--- config.mk ---
export PLATFORM = sky130hd
export DESIGN_NAME = i2c_deb_filter_mc
export DESIGN_NICKNAME = d
export VERILOG_FILES = /design/src/rtl/i2c_deb_filter_mc.sv
export SDC_FILE = /design/constraint.sdc
export NUM_CORES = 1
export LEC_CHECK = 0
export ABC_AREA = 1
export CELL_PAD_IN_SITES_DETAIL_PLACEMENT = 2
export CELL_PAD_IN_SITES_GLOBAL_PLACEMENT = 2
export CORE_MARGIN = 1.5
export CORE_UTILIZATION = 26
export DETAILED_ROUTE_END_ITERATION = 8
export PLACE_DENSITY = 0.76
export SLEW_MARGIN = 0
export SYNTH_ARGS = -nofsm -noshare
export SYNTH_HDL_FRONTEND = slang
export SYNTH_SLANG_ARGS = --single-unit
--- constraint.sdc ---
create_clock -name clk_i -period 2.2 [get_ports clk_i]
set_clock_uncertainty 0.2 [all_clocks]
set_input_delay 0.55 -clock clk_i [delete_from_list [all_inputs] [get_ports clk_i]]
set_output_delay 0.55 -clock clk_i [all_outputs]
set_load 0.01 [all_outputs]
--- src/rtl/i2c_deb_filter_mc.sv ---
// i2c_deb_filter_mc: multi-channel debounce filter for open-drain lines
// (SDA, SCL, SMBALERT#, ...). Each channel synchronises its raw line,
// requires a run of thr_i consecutive differing samples before the filtered
// level follows, can be forced low, emits one-cycle rise/fall strobes and
// optionally counts rejected glitches.
// Optional feature macro: I2C_DEB_GLITCH_CNT_EN (builds the saturating
// per-channel glitch counters; when undefined glitch_cnt_o is all zero).
module i2c_deb_filter_mc #(
  parameter int CH    = 2,
  parameter int CNT_W = 4,
  parameter int GC_W  = 8
) (
  input  logic                 clk_i,
  input  logic                 rst_i,
  input  logic [CH-1:0]        line_i,
  input  logic [CH-1:0]        force_low_i,
  input  logic [CNT_W-1:0]     thr_i,
  input  logic                 glitch_clr_i,
  output logic [CH-1:0]        line_o,
  output logic [CH-1:0]        rise_o,
  output logic [CH-1:0]        fall_o,
  output logic [CH*GC_W-1:0]   glitch_cnt_o
);

  // Saturating increment of a run counter.
  function automatic logic [CNT_W-1:0] sat_inc_run(input logic [CNT_W-1:0] v);
    return (v == {CNT_W{1'b1}}) ? v : v + CNT_W'(1);
  endfunction

  // Saturating increment of a glitch counter.
  function automatic logic [GC_W-1:0] sat_inc_gc(input logic [GC_W-1:0] v);
    return (v == {GC_W{1'b1}}) ? v : v + GC_W'(1);
  endfunction

  logic [CNT_W-1:0] thr_eff;

  // A programmed threshold of zero behaves like a threshold of one.
  always_comb begin
    thr_eff = thr_i;
    if (thr_i == '0) thr_eff = CNT_W'(1);
  end

`ifndef I2C_DEB_GLITCH_CNT_EN
  // The clear input has no counters to act on in this build.
  logic glitch_clr_unused;
  assign glitch_clr_unused = glitch_clr_i;
`endif

  for (genvar n = 0; n < CH; n++) begin : g_ch
    logic             s1;
    logic             s2;
    logic             line_q;
    logic             rise_q;
    logic             fall_q;
    logic [CNT_W-1:0] run;
    logic             differs;
    logic [CNT_W:0]   run_plus;
    logic             reached;

    // One extra bit keeps run+1 from wrapping when run is saturated.
    assign differs  = s2 ^ line_q;
    assign run_plus = {1'b0, run} + (CNT_W + 1)'(1);
    assign reached  = run_plus >= {1'b0, thr_eff};

    // Synchroniser, persistence run counter, filtered level and edge strobes.
    always_ff @(posedge clk_i) begin
      if (rst_i) begin
        s1     <= 1'b1;
        s2     <= 1'b1;
        line_q <= 1'b1;
        rise_q <= 1'b0;
        fall_q <= 1'b0;
        run    <= '0;
      end else begin
        s1     <= line_i[n];
        s2     <= s1;
        rise_q <= 1'b0;
        fall_q <= 1'b0;
        if (force_low_i[n]) begin
          line_q <= 1'b0;
          run    <= '0;
          fall_q <= line_q;
        end else if (differs) begin
          if (reached) begin
            line_q <= s2;
            run    <= '0;
            rise_q <= s2;
            fall_q <= ~s2;
          end else begin
            run <= sat_inc_run(run);
          end
        end else begin
          run <= '0;
        end
      end
    end

    assign line_o[n] = line_q;
    assign rise_o[n] = rise_q;
    assign fall_o[n] = fall_q;

`ifdef I2C_DEB_GLITCH_CNT_EN
    logic            glitch;
    logic [GC_W-1:0] gcnt;

    // A partial run that ends with the line back at the filtered level is a glitch.
    assign glitch = ~force_low_i[n] & ~differs & (run != '0);

    // Saturating glitch counter; clear wins over a simultaneous increment.
    always_ff @(posedge clk_i) begin
      if (rst_i || glitch_clr_i) begin
        gcnt <= '0;
      end else if (glitch) begin
        gcnt <= sat_inc_gc(gcnt);
      end
    end

    assign glitch_cnt_o[n*GC_W +: GC_W] = gcnt;
`else
    assign glitch_cnt_o[n*GC_W +: GC_W] = '0;
`endif
  end

endmodule

==> metrics.txt <==
result of the run completed; min cycle time layout 2.13 ns; fillcell total 478; aggregate negative setup slack 0 ns; Final Power 0.732 mW; switching power 0.184 mW; total DRC errors in the routed layout 0; Seq/Total Area, Yosys 31.6%; sequential cell fraction of total power 46.8%; post-synthesis average cell area 7.70 sq um; number of global-route vias before repair 998; number of primary I/O pins 33; layout cell share with drive strength beyond 1 24.0%; number of hold buffers added after cts 0; Pre-Repair DR Iteration Count 4; FF-to-FF setup slack 0.12 ns; buffer cell driving the clock tree root clkbuf_8; height of the die 69.2 microns; core region area 4120 sq um; commonest cells after routing, fill and taps aside nand2_1 (25), inv_1 (19), dfxtp_1 (17); leakage power total 0.719 nW; GRT Resource Usage Total 11.8%; Area Overhead vs Synth 22.6%; overall die width 69.2 microns; unrepaired setup endpoints after global routing no; top flip-flop cell by instance count after synthesis dfxtp_1; number of library cell types mapped by synthesis 22; Clock Latency Late Sink 0.25 ns; per-cell via count in the routed design 4.20; sort of element at the end of the critical path flop; Routed Wire Length 2600 microns; CTS tree yes; clock group share of total power 37.3%; leading cell types by total area after synthesis dfxtp_1 (32%), buf_4 (14%), ha_1 (11%), nand2_1 (9.2%), inv_1 (7.2%); Critical Path RT 2.20 ns; maximum cell stage delay along the critical path 0.43 ns; overall die area 4790 sq um; fraction of registers with async set or reset after synthesis 0%; final setup violating endpoints 0; count of input and output buffers 15; via total after detailed routing 912; Longest Clk Path Bufs 2; area used by multi-input combinational logic 627 sq um; part of the total power dissipated in combinational logic 15.9%; Site Rows 23; area share of the largest cell type after synthesis 31.6%; Synth Warn # 0; most common library cell in the layout ignoring fill and taps nand2_1; combined area of all synthesized cells 1140 sq um; leading area contributor after synthesis dfxtp_1; wire length of the first global-routing pass 4540 microns; initial core utilization 27.7%; buffers plus inverters on the worst setup path 2; Layout Nets 189; CP max FO 4; reported max-cap violation count 0; IR Drop Worst-Case VDD 0.190 mV; RePlAce Congestion 0.748; startpoint-to-endpoint class of the critical path input pin to flop; wire length per cell 12.0 microns; switching part of the total power 25.1%; pin count of the biggest net entering global routing 11; crit path max-delay cell type clkdlybuf4s50_1; internal power 0.548 mW; arrival time of data at the critical path endpoint 2.13 ns; hold crit path type flop to flop; Hold Vio Cnt, Final 0; Max Transition Viols Final 0; dpl hpwl 2100 microns; antenna violations before repair 0; Inserted Clock Buffers 3; number of antenna-violating nets in the routed design 0; number of levels in the clock H-tree 1; flip-flop and latch count after synthesis 18; power density over the cells 524 nW/um^2; gate count of the mapped netlist 148; Storage cell area 364 sq um; Hold WS 0.213 ns; Critical Path, Cell by Cell clkdlybuf4s50_1, a31o_4, ha_1, inv_1, nand2_1, nand3_2, nand3_4, or2_4, nor2_2; final worst-path cycle share 96.9%; startpoint types input pin; CTS sink count 18; clock slew at the register clock pins of the worst setup and hold paths 0.07 ns; highest clock rate 0.469 GHz; number of inserted diodes 0; category of cells accounting for the largest share of critical-path delay simple AND/OR/NAND/NOR gates; drt first-iter violations 21; total overflow reported by the global router 0; Post-synth EDFFs 0
power by group through the flow:
stage	Sequential, mW	Clock, mW	Combinational (mW)
4_1_cts	0.343	0.291	0.117
6_report	0.343	0.273	0.116
3_5_place_dp	0.351	0	0.111
3_3_place_gp	0.350	0	0.105
2_1_floorplan	0.349	0	0.0904
5_1_grt	0.345	0.311	0.132
timing repair:
item                       in CTS  in global routing
setup endpoints to repair      10                  9
resized for setup              10                  6
hold endpoints to repair        0                  0
pin swaps                       6                  1
buffers inserted                1                  0
cell usage after synthesis (2+ instances only):
| library cell | instances |
|---|---|
| or2_2 | 5 |
| nor2_1 | 9 |
| nor2_2 | 3 |
| xnor2_1 | 2 |
| buf_4 | 22 |
| nand2_1 | 28 |
| dfxtp_1 | 18 |
| nand3_1 | 5 |
| ha_1 | 10 |
| xor2_1 | 3 |
| inv_2 | 2 |
| a21oi_1 | 5 |
| nand4_1 | 4 |
| nand3_2 | 3 |
| inv_1 | 22 |
cell families after synthesis:
| logic type | after synthesis | synth area share, % |
|---|---|---|
| xor gates and xnor gates | 5 | 3.84 |
| buffers and inverters | 46 | 22.4 |
| adders and majority gates | 10 | 11.0 |
| other | 1 | 0.329 |
| and+or+nand+nor | 60 | 26.5 |
| DFF | 18 | 31.6 |
| AOI/OAI and AO/OA | 8 | 4.39 |
layer usage:
metal,routed length [microns],GRT usage (%),share of wire [%]
met1,1040,12.7,40
met2,1400,21.7,54
met3,117,2.62,4.5
met4,46,5.23,1.8
met5,0,0,0
per-stage QoR:
stage	area, sq um	util (%)	cells	setup WS, ns
finish	1400	34.0	217	0.0682
global route	1400	34.0	217	0.0170
CTS	1370	33.4	217	0.00132
detailed placement	1290	31.3	212	-0.386
global placement	1290	31.3	212	-0.303
floorplan	1200	-	163	0.268
cell type report:
type                       count  area share, %
inverter                      24           6.45
timing repair buffer          22           14.2
multi-input combinational     99           44.9
tap                           50           4.48
clock buffer                   4           3.94
sequential                    18           26.1
state kept, by name, indices dropped and copies added (netlist names):
name,flops
g_ch.fall_q,2
g_ch.line_q,2
g_ch.rise_q,2
g_ch.run,8
g_ch.s1,2
g_ch.s2,2
path summary, 6_finish.rpt:
path / startpoint / to / cells past startpoint
min reg2reg: g_ch[1].s1$_SDFF_PP1_ / g_ch[1].s2$_SDFF_PP1_ / 1
max reg2reg: g_ch[1].run[1]$_SDFFE_PP0P_ / g_ch[1].run[3]$_SDFFE_PP0P_ / 9
max: thr_i[0] / g_ch[1].run[3]$_SDFFE_PP0P_ / 9
min: g_ch[1].s1$_SDFF_PP1_ / g_ch[1].s2$_SDFF_PP1_ / 1
No activity file was read; power rests on OpenSTA's default activity.
